==> config.mk <==
export PLATFORM = sky130hd
export DESIGN_NAME = spi_arbiter_flat
export DESIGN_NICKNAME = d
export VERILOG_FILES = /design/src/rtl/spi_pkg.sv /design/src/rtl/spi_arbiter_if.sv /design/src/rtl/rr_pick2.sv /design/src/rtl/spi_arbiter.sv /design/src/flat_wrapper.sv
export SDC_FILE = /design/constraint.sdc
export NUM_CORES = 1
export LEC_CHECK = 0
export CAP_MARGIN = 25
export CORE_ASPECT_RATIO = 0.9
export CORE_MARGIN = 1
export CORE_UTILIZATION = 50
export DETAILED_ROUTE_END_ITERATION = 16
export HOLD_SLACK_MARGIN = 0.12
export PLACE_DENSITY = 0.85
export SYNTH_ARGS = -nofsm -noshare
export SYNTH_HDL_FRONTEND = slang
export SYNTH_SLANG_ARGS = --single-unit
==> constraint.sdc <==
create_clock -name I_clk -period 4.3 [get_ports I_clk]
set_input_delay 0.86 -clock I_clk [delete_from_list [all_inputs] [get_ports I_clk]]
set_output_delay 0.86 -clock I_clk [all_outputs]
set_load 0.01 [all_outputs]
==> src/rtl/spi_pkg.sv <==
// spi_pkg: shared types, FSM encodings and chip-select timing defaults for spi_arbiter.
// Latency: n/a (declarations only).
// Backpressure: n/a.
package spi_pkg;

  typedef logic [7:0] byte_t;
  typedef logic [3:0] speed_t;

  // FSM encodings kept as plain constants so legacy tools can read them.
  localparam logic [2:0] ST_IDLE  = 3'd0;
  localparam logic [2:0] ST_SETUP = 3'd1;
  localparam logic [2:0] ST_SEND  = 3'd2;
  localparam logic [2:0] ST_WAIT  = 3'd3;
  localparam logic [2:0] ST_HOLD  = 3'd4;

  localparam int CS_SETUP_DEF = 2;
  localparam int CS_HOLD_DEF  = 2;

  // A requested length of 0 stands for a full 256-byte transfer.
  function automatic logic [8:0] len_to_count(input byte_t len);
    return (len == 8'd0) ? 9'd256 : {1'b0, len};
  endfunction

endpackage

==> src/rtl/spi_arbiter_if.sv <==
// spi_arbiter_if: command/response bus between the arbiter and the SPI byte engine.
// Latency: n/a (wires only).
// Backpressure: engine throttles via I_spi_busy and holds I_spi_ready until an O_spi_read pulse.
// Ports: master = arbiter side (drives write/read/speed/data), slave = byte-engine side.
interface spi_arbiter_if;
  import spi_pkg::*;

  logic   O_spi_write;
  logic   O_spi_read;
  speed_t O_spi_speed;
  byte_t  O_spi_data;
  byte_t  I_spi_data;
  logic   I_spi_busy;
  logic   I_spi_ready;

  modport master (
    output O_spi_write, O_spi_read, O_spi_speed, O_spi_data,
    input  I_spi_data, I_spi_busy, I_spi_ready
  );

  modport slave (
    input  O_spi_write, O_spi_read, O_spi_speed, O_spi_data,
    output I_spi_data, I_spi_busy, I_spi_ready
  );
endinterface

==> src/rtl/rr_pick2.sv <==
// rr_pick2: two-way round-robin pick, favouring the requester not served last.
// Latency: combinational.
// Backpressure: none; the caller decides when to act on o_any.
// Ports: i_req request bits, i_last last-served index, o_idx winner index, o_any any request.
module rr_pick2 (
  input  logic [1:0] i_req,
  input  logic       i_last,
  output logic       o_idx,
  output logic       o_any
);

  always_comb begin
    o_any = |i_req;
    // A contested pick goes to whoever was not served last; otherwise the lone requester wins.
    if (i_req[0] && i_req[1]) begin
      o_idx = ~i_last;
    end else begin
      o_idx = i_req[1];
    end
  end

endmodule

==> src/rtl/spi_arbiter.sv <==
// spi_arbiter: shares one SPI byte engine between two requesters, owning chip select and byte pacing.
// Latency: grant 1 clk after request in IDLE; first write CS_SETUP+2 clks after cs_n falls; cs_n rises CS_HOLD clks after the last read.
// Backpressure: bytes issued only when the engine is neither busy nor holding an unread RX byte.
// Ports: I_clk/I_rst, per-requester I_req/I_len/I_speed/I_tx_data in, O_gnt/O_tx_next/O_rx_*/O_done/O_cs_n out, bus = byte-engine master.
module spi_arbiter
  import spi_pkg::*;
#(
  parameter int CS_SETUP = CS_SETUP_DEF,
  parameter int CS_HOLD  = CS_HOLD_DEF
) (
  input  logic        I_clk,
  input  logic        I_rst,
  input  logic [1:0]  I_req,
  input  logic [15:0] I_len,
  input  logic [7:0]  I_speed,
  input  logic [15:0] I_tx_data,
  output logic [1:0]  O_gnt,
  output logic [1:0]  O_tx_next,
  output logic [7:0]  O_rx_data,
  output logic [1:0]  O_rx_valid,
  output logic [1:0]  O_done,
  output logic [1:0]  O_cs_n,
  spi_arbiter_if.master bus
);

  logic [2:0] r_state;
  logic [7:0] r_tmr;
  logic [8:0] r_rem;
  logic       r_idx;
  logic       r_last;
  logic [1:0] r_gnt;
  logic [1:0] r_cs_n;
  logic [1:0] r_tx_next;
  logic [1:0] r_rx_valid;
  logic [1:0] r_done;
  byte_t      r_rx_data;
  logic       r_spi_write;
  logic       r_spi_read;
  byte_t      r_spi_data;
  speed_t     r_spi_speed;

  logic       w_idx;
  logic       w_any;
  byte_t      w_tx_byte;

  rr_pick2 u_pick (
    .i_req  (I_req),
    .i_last (r_last),
    .o_idx  (w_idx),
    .o_any  (w_any)
  );

  assign w_tx_byte = r_idx ? I_tx_data[15:8] : I_tx_data[7:0];

  always_ff @(posedge I_clk or posedge I_rst) begin
    if (I_rst) begin
      r_state     <= ST_IDLE;
      r_tmr       <= 8'd0;
      r_rem       <= 9'd0;
      r_idx       <= 1'b0;
      r_last      <= 1'b1;
      r_gnt       <= 2'b00;
      r_cs_n      <= 2'b11;
      r_tx_next   <= 2'b00;
      r_rx_valid  <= 2'b00;
      r_done      <= 2'b00;
      r_rx_data   <= 8'd0;
      r_spi_write <= 1'b0;
      r_spi_read  <= 1'b0;
      r_spi_data  <= 8'd0;
      r_spi_speed <= 4'd0;
    end else begin
      // Strobes default low so each is a single-cycle pulse.
      r_tx_next   <= 2'b00;
      r_rx_valid  <= 2'b00;
      r_done      <= 2'b00;
      r_spi_write <= 1'b0;
      r_spi_read  <= 1'b0;
      case (r_state)
        ST_IDLE: begin
          // Only reachable a cycle after HOLD released cs_n, so the bus always idles at least one cycle.
          if (w_any) begin
            r_idx       <= w_idx;
            r_rem       <= len_to_count(w_idx ? I_len[15:8] : I_len[7:0]);
            r_spi_speed <= w_idx ? I_speed[7:4] : I_speed[3:0];
            r_gnt       <= w_idx ? 2'b10 : 2'b01;
            r_cs_n      <= w_idx ? 2'b01 : 2'b10;
            r_tmr       <= 8'(CS_SETUP);
            r_state     <= ST_SETUP;
          end
        end
        ST_SETUP: begin
          if (r_tmr == 8'd0) begin
            r_state <= ST_SEND;
          end else begin
            r_tmr <= r_tmr - 8'd1;
          end
        end
        ST_SEND: begin
          // Ready is still high in the cycle our read pulse is on the bus; wait for it to clear.
          if (!bus.I_spi_busy && !bus.I_spi_ready) begin
            r_spi_write <= 1'b1;
            r_spi_data  <= w_tx_byte;
            r_tx_next   <= r_gnt;
            r_state     <= ST_WAIT;
          end
        end
        ST_WAIT: begin
          if (bus.I_spi_ready) begin
            r_spi_read <= 1'b1;
            r_rx_data  <= bus.I_spi_data;
            r_rx_valid <= r_gnt;
            r_rem      <= r_rem - 9'd1;
            if (r_rem == 9'd1) begin
              r_tmr   <= 8'(CS_HOLD);
              r_state <= ST_HOLD;
            end else begin
              r_state <= ST_SEND;
            end
          end
        end
        ST_HOLD: begin
          // Release on the edge whose decrement reaches zero, so cs_n rises CS_HOLD clocks after the final ready is taken.
          if (r_tmr <= 8'd1) begin
            r_cs_n  <= 2'b11;
            r_gnt   <= 2'b00;
            r_done  <= r_gnt;
            r_last  <= r_idx;
            r_state <= ST_IDLE;
          end else begin
            r_tmr <= r_tmr - 8'd1;
          end
        end
        default: r_state <= ST_IDLE;
      endcase
    end
  end

  assign O_gnt           = r_gnt;
  assign O_cs_n          = r_cs_n;
  assign O_tx_next       = r_tx_next;
  assign O_rx_valid      = r_rx_valid;
  assign O_rx_data       = r_rx_data;
  assign O_done          = r_done;
  assign bus.O_spi_write = r_spi_write;
  assign bus.O_spi_read  = r_spi_read;
  assign bus.O_spi_data  = r_spi_data;
  assign bus.O_spi_speed = r_spi_speed;

endmodule

==> src/flat_wrapper.sv <==
// flat-port wrapper written by rule: the top's interface ports become plain ports
module spi_arbiter_flat import spi_pkg::*;
#(
  parameter int CS_SETUP = CS_SETUP_DEF,
  parameter int CS_HOLD  = CS_HOLD_DEF
)
  (I_clk, I_rst, I_req, I_len, I_speed, I_tx_data, O_gnt, O_tx_next, O_rx_data, O_rx_valid, O_done, O_cs_n, bus_O_spi_write, bus_O_spi_read, bus_O_spi_speed, bus_O_spi_data, bus_I_spi_data, bus_I_spi_busy, bus_I_spi_ready);
  spi_arbiter_if bus_i ();
  input  logic I_clk;
  input  logic I_rst;
  input  logic [1:0] I_req;
  input  logic [15:0] I_len;
  input  logic [7:0] I_speed;
  input  logic [15:0] I_tx_data;
  output logic [1:0] O_gnt;
  output logic [1:0] O_tx_next;
  output logic [7:0] O_rx_data;
  output logic [1:0] O_rx_valid;
  output logic [1:0] O_done;
  output logic [1:0] O_cs_n;
  output wire logic [$bits(bus_i.O_spi_write)-1:0] bus_O_spi_write;
  output wire logic [$bits(bus_i.O_spi_read)-1:0] bus_O_spi_read;
  output wire logic [$bits(bus_i.O_spi_speed)-1:0] bus_O_spi_speed;
  output wire logic [$bits(bus_i.O_spi_data)-1:0] bus_O_spi_data;
  input wire logic [$bits(bus_i.I_spi_data)-1:0] bus_I_spi_data;
  input wire logic [$bits(bus_i.I_spi_busy)-1:0] bus_I_spi_busy;
  input wire logic [$bits(bus_i.I_spi_ready)-1:0] bus_I_spi_ready;
  assign bus_O_spi_write = bus_i.O_spi_write;
  assign bus_O_spi_read = bus_i.O_spi_read;
  assign bus_O_spi_speed = bus_i.O_spi_speed;
  assign bus_O_spi_data = bus_i.O_spi_data;
  assign bus_i.I_spi_data = bus_I_spi_data;
  assign bus_i.I_spi_busy = bus_I_spi_busy;
  assign bus_i.I_spi_ready = bus_I_spi_ready;
  spi_arbiter #(.CS_SETUP(CS_SETUP), .CS_HOLD(CS_HOLD)) u_core (.I_clk(I_clk), .I_rst(I_rst), .I_req(I_req), .I_len(I_len), .I_speed(I_speed), .I_tx_data(I_tx_data), .O_gnt(O_gnt), .O_tx_next(O_tx_next), .O_rx_data(O_rx_data), .O_rx_valid(O_rx_valid), .O_done(O_done), .O_cs_n(O_cs_n), .bus(bus_i));
endmodule
### Word level (Yosys, flattened, before mapping)

Cells that the tools add are included.

| storage, ports and cells | value |
|---|---|
| register bits after elaboration | 54 |
| bits in latches | 0 |
| memory bits (writable) | 0 |
| ROM bits | 0 |
| bits of input ports | 54 |
| output and inout port bits | 32 |
| memories kept | 0 |

| operators by class | value |
|---|---|
| add/subtract/negate cells | 2 |
| multipliers | 0 |
| div/mod/pow operators | 0 |
| $lt $le $gt $ge | 1 |
| equal/unequal tests | 13 |
| shifts and indexed selects | 0 |
| muxes and demuxes | 39 |
| bitwise gates (word level) | 1 |
| reductions and logical operators | 19 |

Operator list:

| operator | number |
|---|---|
| 2-to-1 mux 8 bit | 7 |
| one-hot mux 8 bit (4 select lines) | 1 |
| 2-to-1 mux 9 bit | 3 |
| 2-to-1 mux 2 bit | 12 |
| 2-to-1 mux 3 bit | 6 |
| one-hot mux 9 bit (2 select lines) | 1 |
| zero test 8 bit | 2 |
| one-hot mux 3 bit (5 select lines) | 1 |
| == test 9 x 1 -> 1 bit (second input constant) | 1 |
| subtractor 9 x 1 -> 9 bit (second input constant) | 1 |
| <= comparator 8 x 1 -> 1 bit (second input constant) | 1 |
| inequality test 2 x 1 -> 1 bit (second input constant) | 4 |
| inequality test 2 bit (second input constant) | 4 |
| one-hot mux 2 bit (2 select lines) | 2 |
| AND reduction 2 bit | 4 |
| subtractor 8 x 1 -> 8 bit (second input constant) | 1 |
| == test 3 x 2 -> 1 bit (second input constant) | 2 |
| AND reduction 3 bit | 2 |
| AND reduction 6 bit | 1 |
| 2-to-1 mux 1 bit | 5 |
| AND reduction 5 bit | 1 |
| 2-to-1 mux 4 bit | 1 |
| nonzero test 2 bit | 2 |
| nonzero test 4 bit | 1 |
| 7 further kinds | 9 |

### Longest topological paths before layout

| depth | value |
|---|---|
| word-level depth | 7 |
| gate-level depth with buffers | 8 |
| gate-level depth less buffers | 7 |

### Cells and area by module

From an unflattened synthesis, not the netlist that was laid out.

| unflattened totals | value |
|---|---|
| cells, all modules | 287 |
| area total of the unflattened synthesis | 2837.7 um2 |

Modules (own cells, without submodules):

| module | instances | cells an instance | area an instance (um2) |
|---|---|---|---|
| spi_arbiter | 1 | 285 | 2824.0 |
| rr_pick2 | 1 | 2 | 13.8 |

### Worst setup path before layout

OpenSTA, ideal clock, no wires.

| path | value |
|---|---|
| kind | input -> register |
| from | input port I_req[1] |
| to | register u_core.r_rem[7] |
| setup time | 0.137 ns |
| arrival time | 2.000 ns |
| data required time | 4.163 ns |
| path slack | 2.163 ns |
| stages | 5 |
| cell sequence | a21boi_1 -> buf_2 -> mux2_2 -> o22ai_1 -> a21oi_1 |

| on the way | value |
|---|---|
| word-level cells in the longest chain between the ends | 7 |

RTL lines:

| what | RTL line | source |
|---|---|---|
| from (decl) | flat_wrapper.sv:11 | `input logic [1:0] I_req;` |
| logical AND 1 bit | rr_pick2.sv:15 | `if (i_req[0] && i_req[1]) begin` |
| 2-to-1 mux 1 bit | rr_pick2.sv:15 |  |
| 2-to-1 mux 8 bit | spi_arbiter.sv:84 | `r_rem <= len_to_count(w_idx ? I_len[15:8] : I_len[7:0]);` |
| zero test 8 bit | spi_pkg.sv:21 | `return (len == 8'd0) ? 9'd256 : {1'b0, len};` |
| 2-to-1 mux 9 bit | spi_pkg.sv:21 |  |
| 2-to-1 mux 9 bit | spi_arbiter.sv:82 | `if (w_any) begin` |
| one-hot mux 9 bit (2 select lines) | spi_arbiter.sv:79 | `case (r_state)` |
| to (signal assigned) | spi_arbiter.sv:84 |  |
| to (signal assigned) | spi_arbiter.sv:113 | `r_rem <= r_rem - 9'd1;` |
| to (decl) | spi_arbiter.sv:28 | `logic [8:0] r_rem;` |

Several ways; a longest one is shown, not always the timed one. The select of a mux whose other input is x is not followed.
A chain may end at the register's enable or synchronous reset.

### Final worst setup path

| path | value |
|---|---|
| from | register u_core.r_state[1] |
| to | register u_core.r_rx_data[2] (netlist: u_core.O_rx_data[2]) |

| on the way | value |
|---|---|
| word-level cells in the longest chain between the ends | 2 |

RTL lines:

| what | RTL line | source |
|---|---|---|
| from (decl) | spi_arbiter.sv:26 | `logic [2:0] r_state;` |
| from (signal assigned) | spi_arbiter.sv:57 | `r_state <= ST_IDLE;` |
| from (signal assigned) | spi_arbiter.sv:89 | `r_state <= ST_SETUP;` |
| from (signal assigned) | spi_arbiter.sv:94 | `r_state <= ST_SEND;` |
| == test 3 x 2 -> 1 bit | spi_arbiter.sv:79 |  |
| AND reduction 2 bit (no source line) | -- |  |
| to (signal assigned) | spi_arbiter.sv:111 | `r_rx_data <= bus.I_spi_data;` |
| to (decl) | spi_arbiter.sv:36 | `byte_t r_rx_data;` |

No other way between the ends.

==> results.yml <==
run_status:
  outcome: "finished, final reports clean"
synth:
  avgSynthCellArea_sq_um: 9.86
  netlist_area_sq_um: 2770
  ys_types: 48
  synth_area_leaders: "dfrtp_1 46%, mux2i_1 5.1%, mux2_2 4.1%"
  synth_top_area_share_pct: 46.0
  synth_area_leader_cell: "dfrtp_1"
  yosys_warnings: 0
  synth_async_sr_flop_share_pct: 100
  synth_ff_type: "dfrtp_1"
  synth-edff-count: 0
  ys_ff_latch: 54
  synth-seq-area-share_pct: 48.9
  synth_fp_nets: 340
  syn-instance-count: 281
flow_run:
  cap_violations: 0
cts:
  clock_latency_ns: 0.31
  h-tree-depth: 2
  numCtsBuffers: 5
  clockBufferDepth: 2
  ctsHoldBuffers: 0
  numClockSinks: 54
  root_buffer: "clkbuf_8"
  clkSlewWorstSetupHoldPaths_ns: 0.10
  cts_resized: 0
  cts_tree: "done"
  post_cts_buffers: 0
route:
  firstDrtPassIters: 4
  vias: 2429
  ant_nets: 0
  via_per_inst: 5.62
  routedWlPerCell_um: 15.2
  wirelength_mm: 6.57
  route.detailed.drc: 0
  drt_iter0_drc: 166
power:
  ir_worst_vdd_v: 0.000451
  power_uw: 2240
  powerDensity_nw_per_um2: 587
  leakage_uw: 0.00164
floorplanning:
  dieArea_sq_um: 5840
  fp.dieW_um: 80.5
  initial_core_util_pct: 52.4
  rows: 25
  dieHeight_um: 72.6
  coreArea_sq_um: 5290
  io_pins: 86
worst_setup_path:
  worst-endpoint-required_ns: 4.50
  cp-start-kind: "flop"
  r2r_slack_ns: 1.68
  path_class: "flop to flop"
  cp_data_arrival_time_ns: 2.82
  end_kind: "flop"
  crit_fanout: 15
global_route:
  grt_usage_pct: 24.7
  globalRouteOverflowTotal: 0
  grt_pass1_vias: 2421
  grt_max_degree: 33
  grt_pass1_wl_mm: 11.0
  antenna_found_initial: 0
timing:
  finalSetupTns_ns: 0
  fmax_mhz: 381
  min_period_ns: 2.62
  drv_slew: 0
  clock_skew_ns: 0.00566
  setup_viol: 0
  period_share_pct: 61.0
  tightest_slew_ns: 0.925
  rsz0062_at_grt: "false"
  maxSlewHeadroom_pct: 37.8
  hold_viol: 0
finish:
  n_antenna_cell: 0
  drive_gt1_share_pct: 9.32
  final_util_pct: 72.1
  nFillCells: 414
  seqCellArea_sq_um: 1360
  area_growth_pct: 37.5
  layout.nets: 423
  multi_input_area_sq_um: 1320
place:
  dp_hpwl_mm: 4.98
  place.gp.congestion: 0.879
  port_buffers: 85
worst_hold_path:
  hp-class: "flop to flop"
cell type report:
cell class,instances,area share (%)
clock buffer,5,1.81
clock inverter,3,1.15
inverter,14,1.38
multi-input combinational,201,34.6
sequential,54,35.6
tap,67,2.20
timing repair buffer,88,23.3
placed cells by master, fill, tap and decap left out, drive strengths merged, types with 7 or more instances in the layout:
| master | synthesis | layout |
|---|---|---|
| nand2b | 7 | 7 |
| o21ai | 14 | 14 |
| mux2 | 10 | 10 |
| nand2 | 25 | 25 |
| nor2 | 27 | 27 |
| nor3 | 11 | 11 |
| dfrtp | 51 | 51 |
| a31oi | 8 | 8 |
| a21oi | 16 | 16 |
| mux2i | 14 | 14 |
| inv | 14 | 15 |
| clkdlybuf4s50 | 0 | 85 |
cells in the mapped netlist (all sizes together), types with 7 or more instances:
cell,number
clkbuf,7
inv,14
nor3,11
dfrtp,51
a31oi,8
nand2b,7
nor2,27
nand2,25
o21ai,14
mux2,10
a21oi,16
mux2i,14
flip-flops by register name, summed over array words and instances (netlist names), 2 cells and up:
register / cells
u_core.O_done: 2
u_core.O_rx_valid: 2
u_core.O_cs_n: 2
u_core.r_rem: 9
u_core.O_gnt: 2
u_core.O_rx_data: 8
u_core.O_tx_next: 2
u_core.r_tmr: 8
u_core.bus.O_spi_data: 8
u_core.bus.O_spi_speed: 4
u_core.r_state: 3
kinds of logic after synthesis:
family | share of synthesized area (%)
DFF | 48.9
xor gates and xnor gates | 0.316
buffers and inverters | 3.70
muxes | 9.12
AOI/OAI and AO/OA | 16.2
and+or+nand+nor | 19.5
adders and majority gates | 2.26
routing by layer:
layer / vias up / track usage [%] / wire length [um]
li1: 1178 / - / -
met1: 1145 / 31.5 / 2820
met2: 93 / 41.1 / 3140
met3: 13 / 6.00 / 498
met4: 0 / 8.33 / 120
met5: - / 0 / 0
critical path, stage by stage (launching register included):
cell and delay [ns]:
dfrtp_1 0.62, nand2_1 0.20, nor2_1 0.75, nand2_1 0.52, mux2_2 0.42
final timing paths:
| path | cells after the start | from | to |
|---|---|---|---|
| min in group asynchronous | 2 | I_rst | u_core.bus.O_spi_data[0] |
| max in group asynchronous | 3 | I_rst | u_core.O_cs_n[1] |
| setup reg to reg | 4 | u_core.r_state[1] | u_core.O_rx_data[2] |
| setup / recovery | 4 | u_core.r_state[1] | u_core.O_rx_data[2] |
| hold reg to reg | 2 | u_core.O_cs_n[0] | u_core.O_cs_n[0] |
| hold / removal | 2 | u_core.O_cs_n[0] | u_core.O_cs_n[0] |
through the flow:
step	instance area, sq um	setup slack [ns]	hold slack [ns]	instances
final	3810	1.68	0.485	432
after global routing	3810	1.48	0.512	432
after CTS	3810	1.76	0.492	432
after detailed placement	3700	1.57	0.477	424
after global placement	3680	1.65	0.457	423
after floorplan	2770	2.13	0.467	281
where the power goes:
| group | internal (uW) | total (uW) | switching, uW |
|---|---|---|---|
| Clock | 175 | 347 | 172 |
| Sequential | 703 | 878 | 175 |
| Combinational | 548 | 1010 | 465 |
| Total | 1430 | 2240 | 812 |
(Power assumes the default switching activity.)
